===== config.mk =====
export PLATFORM = sky130hd
export DESIGN_NAME = hc_sr04_emulator
export DESIGN_NICKNAME = d
export VERILOG_FILES = /design/src/rtl/hc_sr04_emulator.sv
export SDC_FILE = /design/constraint.sdc
export NUM_CORES = 1
export LEC_CHECK = 0
export ABC_AREA = 1
export CORE_MARGIN = 5
export CORE_UTILIZATION = 68
export CTS_BUF_LIST = sky130_fd_sc_hd__clkbuf_8
export DETAILED_ROUTE_END_ITERATION = 8
export GPL_TIMING_DRIVEN = 0
export HOLD_SLACK_MARGIN = 0.06
export PLACE_DENSITY = 0.93
export SLEW_MARGIN = 40
export SYNTH_ARGS = -nofsm -noshare
export SYNTH_HDL_FRONTEND = slang
export SYNTH_SLANG_ARGS = --single-unit

===== constraint.sdc =====
create_clock -name clk -period 4.55 [get_ports clk]
set_input_delay 0.91 -clock clk [delete_from_list [all_inputs] [get_ports clk]]
set_output_delay 0.91 -clock clk [all_outputs]
set_load 0.02 [all_outputs]

===== src/rtl/hc_sr04_emulator.sv =====
// Sensor-side model of an HC-SR04: accepts a trig pulse and answers with an
// echo pulse whose width is (distance+1) units, followed by a dead time.
module hc_sr04_emulator #(
    parameter int clk_frequency   = 50000000,
    parameter int distance_width  = 8,
    parameter int min_trig_cycles = clk_frequency / 100000,
    parameter int burst_cycles    = clk_frequency / 5000,
    parameter int unit_cycles     = clk_frequency / 1000000 * 58,
    parameter int holdoff_cycles  = clk_frequency / 100
) (
    input  logic                      clk,
    input  logic                      rst_n,
    input  logic                      trig,
    input  logic [distance_width-1:0] distance,
    output logic                      echo,
    output logic                      busy,
    output logic                      done
);

    localparam int TMAX = (burst_cycles > holdoff_cycles) ? burst_cycles : holdoff_cycles;
    localparam int HW   = $clog2(min_trig_cycles + 1);
    localparam int TW   = $clog2(TMAX + 1);
    localparam int UW   = $clog2(unit_cycles + 1);

    typedef enum logic [2:0] {
        IDLE,
        TRIG,
        BURST,
        ECHO,
        HOLDOFF
    } state_e;

    state_e                    state_q, state_d;
    logic                      sync1_q, trig_s_q, trig_prev_q;
    logic [HW-1:0]             hi_q, hi_d;
    logic [TW-1:0]             tmr_q, tmr_d;
    logic [UW-1:0]             unit_q, unit_d;
    logic [distance_width-1:0] idx_q, idx_d;
    logic [distance_width-1:0] dist_q, dist_d;
    logic                      echo_q, echo_d;
    logic                      busy_q, busy_d;
    logic                      done_q, done_d;
    logic                      trig_rise;

    assign trig_rise = trig_s_q & ~trig_prev_q;
    assign echo      = echo_q;
    assign busy      = busy_q;
    assign done      = done_q;

    always_ff @(posedge clk or negedge rst_n) begin
        if (!rst_n) begin
            sync1_q     <= 1'b0;
            trig_s_q    <= 1'b0;
            trig_prev_q <= 1'b0;
            state_q     <= IDLE;
            hi_q        <= '0;
            tmr_q       <= '0;
            unit_q      <= '0;
            idx_q       <= '0;
            dist_q      <= '0;
            echo_q      <= 1'b0;
            busy_q      <= 1'b0;
            done_q      <= 1'b0;
        end else begin
            sync1_q     <= trig;
            trig_s_q    <= sync1_q;
            trig_prev_q <= trig_s_q;
            state_q     <= state_d;
            hi_q        <= hi_d;
            tmr_q       <= tmr_d;
            unit_q      <= unit_d;
            idx_q       <= idx_d;
            dist_q      <= dist_d;
            echo_q      <= echo_d;
            busy_q      <= busy_d;
            done_q      <= done_d;
        end
    end

    always_comb begin
        state_d = state_q;
        hi_d    = hi_q;
        tmr_d   = tmr_q;
        unit_d  = unit_q;
        idx_d   = idx_q;
        dist_d  = dist_q;
        unique case (state_q)
            IDLE: begin
                if (trig_rise) begin
                    state_d = TRIG;
                    hi_d    = HW'(1);
                end
            end
            TRIG: begin
                if (trig_s_q) begin
                    if (hi_q < HW'(min_trig_cycles)) hi_d = hi_q + HW'(1);
                end else if (hi_q >= HW'(min_trig_cycles)) begin
                    state_d = BURST;
                    dist_d  = distance;
                    tmr_d   = '0;
                end else begin
                    state_d = IDLE;
                end
            end
            BURST: begin
                if (tmr_q == TW'(burst_cycles - 1)) begin
                    state_d = ECHO;
                    unit_d  = '0;
                    idx_d   = '0;
                end else begin
                    tmr_d = tmr_q + TW'(1);
                end
            end
            // unit counter nested inside unit-index counter: (dist+1)*unit cycles
            ECHO: begin
                if (unit_q == UW'(unit_cycles - 1)) begin
                    unit_d = '0;
                    if (idx_q == dist_q) begin
                        state_d = HOLDOFF;
                        tmr_d   = '0;
                    end else begin
                        idx_d = idx_q + 1'b1;
                    end
                end else begin
                    unit_d = unit_q + UW'(1);
                end
            end
            HOLDOFF: begin
                if (tmr_q == TW'(holdoff_cycles - 1)) state_d = IDLE;
                else tmr_d = tmr_q + TW'(1);
            end
            default: state_d = IDLE;
        endcase
    end

    always_comb begin
        echo_d = (state_d == ECHO);
        busy_d = (state_d != IDLE);
        done_d = (state_q == ECHO) && (state_d == HOLDOFF);
    end

endmodule


==> key figures, run 1 <==
Run status
  – Status: complete, no violations

Final layout
  – Post-route cell area: 4370 um^2
  – ANT cells: 0
  – Synthesis-to-layout area growth: 10.7%
  – FILL cells: 418
  – Layout Cells excl Fill: 657
  – Layout Nets: 596
  – Share of post-route cells with drive strength above 1: 0.0923

Floorplan
  – Die Wd: 86.2 um
  – Io pins: 14
  – Cell Rows: 27
  – Core area: 5570 um^2
  – Initial Utilization: 0.708
  – Die H: 86.2 um
  – Die area: 7430 um^2

Clocking
  – Clk pin slew, worst setup/hold paths: 0.07 ns
  – Hold Buf Count CTS: 0
  – Post_cts resized: 0
  – Root Buffer: clkbuf_8
  – CTS sink count: 65
  – Number of setup buffers added after CTS: 0
  – Max H-tree Level: 3
  – Total CTS buffers: 9
  – Clock Latency Late Sink: 0.34 ns
  – TritonCTS clock tree: done
  – Max Buffers Root-to-Sink: 2

Drt
  – DRC errors left: 0
  – Drt first-iter violations: 243
  – DR pass1 iterations: 5
  – Final wirelength: 9510 um
  – Vias/cell: 5.65
  – WL per Instance: 14.5 um
  – Vias after detailed routing: 3713
  – Remaining antenna violation count: 0

Global routing
  – Vias in the first global route: 3694
  – Initial antenna violation count: 0
  – Largest net degree at the start of global routing: 44
  – Congestion Overflow GR: 0
  – Total GRT Usage: 0.283
  – First-pass GRT wire length: 16700 um

Synth
  – Async set or reset register ratio after synthesis: 1.00
  – Synthesized area: 3950 um^2
  – Synth top area cells: dfrtp_1 (41%), nand2_1 (17%), nor2_1 (6.6%), nand3_1 (5.5%), inv_1 (5.4%)
  – Syn_nets: 571
  – Sequential-to-total area share from yosys stat: 0.412
  – Most frequent cell after synthesis: nand2_1
  – Yosys cell types: 33
  – Number of enable flip-flop cells after synthesis: 0
  – Post-synth top flop: dfrtp_1
  – Post-Synthesis Cells: 555
  – Top cells by count, synth: nand2_1 (183), nor2_1 (69), dfrtp_1 (65)
  – Cell type with the largest total area after synthesis: dfrtp_1
  – Yosys reg bits: 65
  – Yosys warning count: 0
  – Synth Area per Inst: 7.11 um^2
  – Top cell type's share of synthesized area: 0.412

Timing
  – Clock skew: 0.00736 ns
  – Max Slew Vio Count: 0
  – Final Cycle Share: 0.485
  – Fmax: 453 MHz
  – Final Hold Viols: 0
  – Final setup viols: 0
  – Worst-margin pin slew: 0.446 ns
  – Final TNS setup: 0 ns
  – Minimum clock period: 2.21 ns
  – RSZ-0062 raised after global routing: no
  – Max_slew headroom: 0.703

Flow run
  – Maxcap violations: 0

Power
  – Internal power: 863 uW
  – Worst vdd ir: 0.209 mV
  – Power per cell area: 266 nW/um^2
  – Logic gate share of total power: 0.076
  – Leak pwr: 2.08 nW
  – Switch share: 0.259
  – Clock power frac: 0.413
  – Seq pwr share: 0.511
  – Net switching power: 301 uW

Hold path
  – Hold path startpoint: sync1_q
  – Hold Crit Endpoint: trig_s_q
  – Worst Hold Depth: 0
  – Type of the worst min-delay path: reg2reg

Setup path
  – CP Launch Type: register
  – R2R setup slack: 2.53 ns
  – Slowest stage delay, CP: 0.61 ns
  – CP max FO: 1
  – Crit-path leading delay family: buffers and inverters
  – Reg2reg start: tmr_q[0]
  – WP buf/inv: 1
  – R2R depth: 10
  – Worst path arrival time: 1.30 ns
  – Crit Path Class: reg2out
  – Worst EP required: 3.64 ns
  – Critical path's slowest cell: clkdlybuf4s50_1
  – CP startpoint: echo
  – Crit-path cells: clkdlybuf4s50_1
  – Crit end category: primary output
  – Reg-to-Reg End: idx_q[0]

Placement
  – PortBufs: 13
  – Dpl hpwl: 6820 um
  – Routability cong.: 0.923
  – Placed cell area: 4180 um^2
  – Placed Cells: 641
[through the flow]
| stage | hold WS [ns] | utilization | setup WS [ns] | total power [mW] |
|---|---|---|---|---|
| 2_1_floorplan | 0.331 | - | 2.90 | 0.652 |
| 3_3_place_gp | 0.336 | 0.747 | 0.493 | 0.686 |
| 3_5_place_dp | 0.343 | 0.751 | 2.59 | 0.694 |
| 4_1_cts | 0.360 | 0.784 | 2.33 | 1.17 |
| 5_1_grt | 0.373 | 0.784 | 2.31 | 1.21 |
| 6_report | 0.365 | 0.784 | 2.34 | 1.16 |
[flip-flops by register name (all words and copies together) (netlist names)]
signal       cells
hi_q             9
state_q          3
dist_q           8
sync1_q          1
tmr_q           19
unit_q          12
done             1
idx_q            8
trig_prev_q      1
busy             1
echo             1
trig_s_q         1
[routing by layer]
layer | share of wire | vias up | GRT usage
met1 | 0.43 | 1744 | 0.362
met2 | 0.49 | 122 | 0.468
li1 | - | 1818 | -
met3 | 0.048 | 29 | 0.0466
met4 | 0.030 | 0 | 0.135
met5 | 0 | - | 0
[power by group through the flow]
| stage | registers [mW] | clock network [mW] | logic, mW |
|---|---|---|---|
| after global placement | 0.605 | 0 | 0.0808 |
| after global routing | 0.596 | 0.514 | 0.0975 |
| after floorplan | 0.605 | 0 | 0.0472 |
| final | 0.595 | 0.480 | 0.0889 |
| after CTS | 0.595 | 0.486 | 0.0891 |
| after detailed placement | 0.606 | 0 | 0.0883 |
[placed cells by master (no fill, tap or decap), types with 2 or more instances in the layout]
cell type	Yosys	routed
clkbuf_8	0	9
inv_1	57	58
nor2_1	69	69
nand3b_1	2	2
nand4_1	18	18
nor3b_1	2	2
clkdlybuf4s50_1	0	12
o21ai_0	26	26
nand3_1	43	43
xnor2_1	9	9
ha_1	5	5
inv_2	9	9
nand2_2	6	6
o22ai_1	5	5
nand2_1	183	183
clkinv_2	0	4
buf_4	1	2
dfrtp_1	65	65
a21oi_1	6	6
nor3_1	6	6
o31ai_1	6	6
or2_2	3	3
xor2_1	13	13
nand3_2	3	3
nor2_4	3	3
buf_2	5	5
[cells by family after synthesis]
group,after synthesis,synth area share
buffers and inverters,76,0.0777
DFF,65,0.412
xor gates and xnor gates,22,0.0488
adders and majority gates,5,0.0159
AOI/OAI and AO/OA,45,0.0640
and+or+nand+nor,342,0.381
[cell type report]
class | count | area, um^2 | share of cell area
Tap cell | 72 | 90.1 | 0.0206
Inverter | 67 | 254 | 0.0581
Clock inverter | 7 | 62.6 | 0.0143
Multi-Input combinational cell | 414 | 2010 | 0.461
Buffer | 9 | 52.6 | 0.0120
Sequential cell | 65 | 1630 | 0.372
Clock buffer | 9 | 124 | 0.0283
Timing Repair Buffer | 14 | 148 | 0.0338
[worst max-delay path by stage]
stage / endpoint / slack (ns) / depth (start not counted)
after floorplan: tmr_q[15] / 2.90 / 11
after global placement: dist_q[7] / 0.49 / 1
after detailed placement: idx_q[0] / 2.59 / 10
after CTS: echo / 2.33 / 1
after global routing: done / 2.31 / 1
final: echo / 2.34 / 1
Power figures use the tool's default switching activity.
==> run 2, diff against run 1 <==
--- a/config.mk
+++ b/config.mk
@@ -7,12 +7,12 @@
 export LEC_CHECK = 0
 export ABC_AREA = 1
 export CORE_MARGIN = 5
-export CORE_UTILIZATION = 68
+export CORE_UTILIZATION = 57
 export CTS_BUF_LIST = sky130_fd_sc_hd__clkbuf_8
 export DETAILED_ROUTE_END_ITERATION = 8
 export GPL_TIMING_DRIVEN = 0
 export HOLD_SLACK_MARGIN = 0.06
-export PLACE_DENSITY = 0.93
+export PLACE_DENSITY = 0.84
 export SLEW_MARGIN = 40
 export SYNTH_ARGS = -nofsm -noshare
 export SYNTH_HDL_FRONTEND = slang
==> constraint.sdc (replaced) <==
create_clock -name clk -period 1.95 [get_ports clk]
set_input_delay 0.39 -clock clk [delete_from_list [all_inputs] [get_ports clk]]
set_output_delay 0.39 -clock clk [all_outputs]
set_load 0.02 [all_outputs]
==> key figures, run 2 (synthesized netlist as in run 1, its figures left out) <==
Run status
  – Status: complete, no violations (unchanged)

Setup path
  – Worst path arrival time: 2.14 ns (was 1.30 ns)
  – CP max FO: 10 (was 1)
  – Crit-path cells: ha_2, inv_1, nor2_4, inv_2, nor2_1, nand3_2, nand2_1, inv_2, buf_4, nand3_2, nand2_1, inv_1 (was clkdlybuf4s50_1)
  – Crit end category: register (was primary output)
  – Worst EP required: 2.24 ns (was 3.64 ns)
  – CP startpoint: tmr_q[0] (was echo)
  – Reg2reg start: tmr_q[0] (unchanged)
  – Critical path's slowest cell: dfrtp_2 (was clkdlybuf4s50_1)
  – Slowest stage delay, CP: 0.41 ns (was 0.61 ns)
  – CP Launch Type: register (unchanged)
  – Crit Path Class: reg2reg (was reg2out)

Floorplan
  – Initial Utilization: 0.584 (was 0.708)
  – Die area: 8690 um^2 (was 7430 um^2)
  – Die Wd: 93.2 um (was 86.2 um)
  – Io pins: 14 (unchanged)
  – Die H: 93.2 um (was 86.2 um)
  – Cell Rows: 30 (was 27)
  – Core area: 6760 um^2 (was 5570 um^2)

Power
  – Worst vdd ir: 0.404 mV (was 0.209 mV)
  – Power per cell area: 644 nW/um^2 (was 266 nW/um^2)
  – Total power: 2.93 mW (was 1.16 mW)
  – Leak pwr: 2.13 nW (was 2.08 nW)

Final layout
  – ANT cells: 0 (unchanged)
  – Synthesis-to-layout area growth: 15.4% (was 10.7%)
  – Biggest register: tmr_q (unchanged)
  – Post-route cell area: 4550 um^2 (was 4370 um^2)
  – Layout Cells excl Fill: 674 (was 657)
  – Commonest non-fill, non-tap cell in the layout: nand2_1 (unchanged)
  – Share of post-route cells with drive strength above 1: 0.125 (was 0.0923)
  – FILL cells: 582 (was 418)
  – Layout Nets: 605 (was 596)
  – Max reg flops: 19 (unchanged)
  – Most frequent cells in the layout: nand2_1 (182), nor2_1 (64), dfrtp_1 (64), inv_1 (57), nand3_1 (41) (was nand2_1 (183), nor2_1 (69), dfrtp_1 (65), inv_1 (58), nand3_1 (43))
  – Largest registers: tmr_q: 19 flops, unit_q: 12 flops, hi_q: 9 flops (unchanged)

Timing
  – Max_slew headroom: 0.684 (was 0.703)
  – Max Slew Vio Count: 0 (unchanged)
  – Minimum clock period: 1.85 ns
  – Final Hold Viols: 0 (unchanged)
  – Final Cycle Share: 0.951
  – Fmax: 539 MHz
  – Clock skew: 0.0110 ns (was 0.00736 ns)
  – Fin worst setup slack: 0.0964 ns (was 2.34 ns)
  – Final setup viols: 0 (unchanged)
  – Worst-margin pin slew: 0.473 ns (was 0.446 ns)

Global routing
  – Congestion Overflow GR: 0 (unchanged)
  – Initial antenna violation count: 0 (unchanged)
  – First-pass GRT wire length: 15700 um (was 16700 um)
  – Largest net degree at the start of global routing: 44 (unchanged)
  – Vias in the first global route: 3459 (was 3694)
  – Total GRT Usage: 0.227 (was 0.283)

Drt
  – Drt first-iter violations: 251 (was 243)
  – Remaining antenna violation count: 0 (unchanged)
  – Vias after detailed routing: 3722 (was 3713)
  – Final wirelength: 9320 um (was 9510 um)
  – Vias/cell: 5.52 (was 5.65)
  – DRC errors left: 0 (unchanged)
  – DR pass1 iterations: 5 (unchanged)
  – WL per Instance: 13.8 um (was 14.5 um)

Clocking
  – CTS sink count: 65 (unchanged)
  – Root Buffer: clkbuf_8 (unchanged)
  – Clock Latency Late Sink: 0.35 ns (was 0.34 ns)
  – Max H-tree Level: 3 (unchanged)
  – Max Buffers Root-to-Sink: 2 (unchanged)
  – Total CTS buffers: 9 (unchanged)
  – Clk pin slew, worst setup/hold paths: 0.08 ns (was 0.07 ns)
  – TritonCTS clock tree: done (unchanged)

Placement
  – Dpl hpwl: 6600 um (was 6820 um)
  – Dpl ws: -0.0894 ns (was 2.59 ns)
  – PortBufs: 13 (unchanged)
  – Routability cong.: 0.978 (was 0.923)
  – Placed Cells: 649 (was 641)
  – Placed cell area: 4190 um^2 (was 4180 um^2)

Hold path
  – Type of the worst min-delay path: reg2reg (unchanged)
  – Hold path startpoint: sync1_q (unchanged)

Flow run
  – Maxcap violations: 0 (unchanged)
-- run 2: changes by cell type in the layout (fill, tap and decap cells not counted), sizes merged --
cell / previous run / this run
buf: 9 / 17
bufinv: 1 / 2
clkbuf: 11 / 12
clkinv: 5 / 1
clkinvlp: 0 / 2
dlygate4sd3: 0 / 1
-- run 2: final cells by class --
type                    instances  area [um^2]  area share
repair buffers                 23          218      0.0478
plain buffers                   9         58.8      0.0129
inverters                      67          254      0.0558
clock buffers                  10          138      0.0302
clock inverters                 6         88.8      0.0195
multi-input cells             414         2070       0.454
flip-flops and latches         65         1630       0.358
well taps                      80          100      0.0220
-- run 2: final timing paths --
path                       endpoint  slack, ns  cells after the start
max                            echo        0.1                     12
min                        trig_s_q       0.36                      0
max reg2reg                    echo        0.1                     12
min reg2reg                trig_s_q       0.36                      0
max in group asynchronous  tmr_q[0]       0.92                      3
min in group asynchronous  tmr_q[4]       0.49                      2
-- run 2: critical path, delay by kind of cell, from the launching register on --
kind                     cells  cell delay [ns]
buffers and inverters        5             0.44
flip-flops                   1             0.41
adder cells (fa/ha/maj)      1             0.23
AND/OR/NAND/NOR              6             0.70
-- run 2: report_power, final --
group | total [mW] | switching, mW | internal (mW)
sequential | 1.39 | 0.0181 | 1.37
combinational | 0.212 | 0.138 | 0.0740
clock | 1.33 | 0.576 | 0.757
total | 2.93 | 0.732 | 2.20
-- run 2: repair_timing --
item                                    4_1_cts  5_1_grt
gates cloned                                  0        0
buffers inserted                              0        8
pin swaps                                     0        4
endpoints found under the hold margin        22        0
hold buffers                                  1        0
endpoints found under the setup margin       20       32
resized for setup                             3       16
-- run 2: stage by stage --
stage,utilization,TNS [ns],hold slack [ns]
finish,0.674,0,0.357
global route,0.674,-0.262,0.373
CTS,0.657,0,0.362
detailed placement,0.621,-0.304,0.315
global placement,0.618,-105.27,0.341
floorplan,-,0,0.0944
-- run 2: layer usage --
| metal | global-route usage | share of wire | vias up |
|---|---|---|---|
| li1 | - | - | 1831 |
| met1 | 0.303 | 0.45 | 1731 |
| met2 | 0.370 | 0.47 | 139 |
| met3 | 0.0378 | 0.058 | 21 |
| met4 | 0.0916 | 0.019 | 0 |
| met5 | 0 | 0 | - |
==> edit: new RTL, flow settings as in run 1 <==
The output `busy` loses its register stage (`busy_q` becomes a continuous assignment).
--- a/src/rtl/hc_sr04_emulator.sv
+++ b/src/rtl/hc_sr04_emulator.sv
@@ -59,7 +59,6 @@
             idx_q       <= '0;
             dist_q      <= '0;
             echo_q      <= 1'b0;
-            busy_q      <= 1'b0;
             done_q      <= 1'b0;
         end else begin
             sync1_q     <= trig;
@@ -72,10 +71,11 @@
             idx_q       <= idx_d;
             dist_q      <= dist_d;
             echo_q      <= echo_d;
-            busy_q      <= busy_d;
             done_q      <= done_d;
         end
     end
+
+    assign busy_q = busy_d;
 
     always_comb begin
         state_d = state_q;
Formal check against the unedited RTL: not equivalent (Yosys sat finds a counterexample within 4 cycles, from zero or initial values and one cycle with rst_n low).
==> edit against run 1 <==
Sequential cell count is 1 lower; setup slack worse by 1400 ps; cell count shrank 1.5%; total power shrank 0.62%; global-route usage fell by 2.2 points; cell area is 1.7% lower; synthesized area down 1.9%; wire length is 6.2% lower; combinational power rose by 3.3%; largest power group unchanged; highest routed layer unchanged.
==> edit: results (changes against run 1) <==
Final weighted congestion in routability-driven placement: 0.945 (was 0.923)
Number of unique standard cell types used by synthesis: 32 (was 33)
Number of nets in the final layout: 587 (was 596)
Share of cells above drive strength 1: 9.74% (was 9.23%)
Post-Place Cell Area: 4110 sq um (was 4180 sq um)
Commonest register cell after synthesis: dfrtp_1 (unchanged)
Number of instances in the placed design: 632 (was 641)
Count of antenna diodes in the layout: 0 (unchanged)
Status: finished, final reports clean (unchanged)
Arrival time at the worst endpoint: 2660 ps (was 1300 ps)
Critical path destination: busy (was echo)
Fraction of synthesized area in multiplexers: 0.872% (was 0%)
Max Fanout on Critical Path: 7 (was 1)
Adder-cell share of the synthesized area: 1.62% (was 1.59%)
Pin count of the biggest net entering global routing: 34 (was 44)
Part of the Yosys area used for sequential elements: 41.4% (was 41.2%)
Mean area per synthesized cell: 7.09 sq um (was 7.11 sq um)
Clock Skews: 9.16 ps (was 7.36 ps)
Overall Global Routing Usage: 26.1% (was 28.3%)
Per-cell routed wire length: 13.8 um (was 14.5 um)
Reg-to-reg critical path endpoint: idx_q[7] (was idx_q[0])
Largest voltage drop on the vdd net: 269 uV (was 209 uV)
DP Wirelength: 6410 um (was 6820 um)
Area contributors post-synth: dfrtp_1, nand2_1, nand3_1, nor2_1, inv_1 (was dfrtp_1, nand2_1, nor2_1, nand3_1, inv_1)
Path depth of the worst reg2reg path: 11 (was 10)
Number of DRC markers in iteration 0: 391 (was 243)
Post-synthesis compound-gate area fraction: 6.37% (was 6.40%)
Number of global-route vias before repair: 3493 (was 3694)
Commonest cells in the netlist: nand2_1, nor2_1, dfrtp_1, inv_1, nand3_1 (unchanged)
Syn nets: 562 (was 571)
Post-layout instance count excluding filler cells: 647 (was 657)
Parity-gate share of the synthesized area counting xor and xnor cells: 4.30% (was 4.88%)
Count of warnings emitted by yosys: 0 (unchanged)
Max Buffers Root-to-Sink: 2 (unchanged)
Actual slew at the worst max-slew pin: 427 ps (was 446 ps)
Total leakage power: 0.00205 uW (was 0.00208 uW)
FF-to-FF setup slack: 2490 ps (was 2530 ps)
Global-route wire length before repair: 15200 um (was 16700 um)
Ratio of routed vias to standard cells: 5.57 (was 5.65)
-- edit: cell count changes after synthesis, moves of 3 or more --
cell,delta
a21oi_1,+6
mux2_2,+3
nand4_1,-10
o22ai_1,-4
nand3_1,+15
o21ai_1,+8
nand2_2,-4
or2_2,+3
nor3_1,-3
nand2_1,-11
o21ai_0,-7
-- edit: worst min-delay path by stage --
stage | from | endpoint | slack, ps | depth (start not counted)
detailed placement | sync1_q | trig_s_q | 350 | 0
global placement | sync1_q | trig_s_q | 340 | 0
finish | sync1_q | trig_s_q | 360 | 0
CTS | sync1_q | trig_s_q | 370 | 0
global route | sync1_q | trig_s_q | 380 | 0
floorplan | sync1_q | trig_s_q | 330 | 0
-- edit: stage by stage --
step,power [uW],setup slack (ps)
2_1_floorplan,652,2110
4_1_cts,1160,958
3_3_place_gp,685,553
6_report,1160,975
5_1_grt,1210,800
3_5_place_dp,693,1330
-- edit: cell families (layout without fill, tap and decap cells) --
group	count (synthesis)	after routing
fa+ha+maj	5	5
simple gates	332	332
buf+inv	77	106
mux	3	3
compound gates	46	46
flops	64	64
xor+xnor	19	19
-- edit: metal layers --
metal	vias to the layer above	part of all wire [%]	global-route usage [%]
met5	-	0	0
met4	0	2.8	12.7
met3	29	5.3	4.27
met2	141	50	44.6
met1	1663	42	31.9
li1	1770	-	-
-- edit: critical path, stage by stage, from the launching register on --
cell and delay [ps]:
dfrtp_1 470, ha_1 310, inv_2 80, nor2_4 190
nand2_2 90, nor2_4 120, nand3_4 120, nand2_4 100
inv_2 50, nand2_1 60, nor2_1 40, nand3_1 70
clkdlybuf4s50_1 610
-- edit: layout make-up --
cell class,instances,area (sq um)
inverter,70,263
clock inverter,6,61.3
sequential,64,1600
clock buffer,9,124
timing repair buffer,14,148
fill,383,1210
buffer,7,42.5
tap,72,90.1
multi-input combinational,405,1970
-- edit: power by group --
| part | switching, uW | internal, uW |
|---|---|---|
| registers | 10.6 | 580 |
| logic | 58.7 | 33.1 |
| clock network | 227 | 248 |
| total | 296 | 861 |
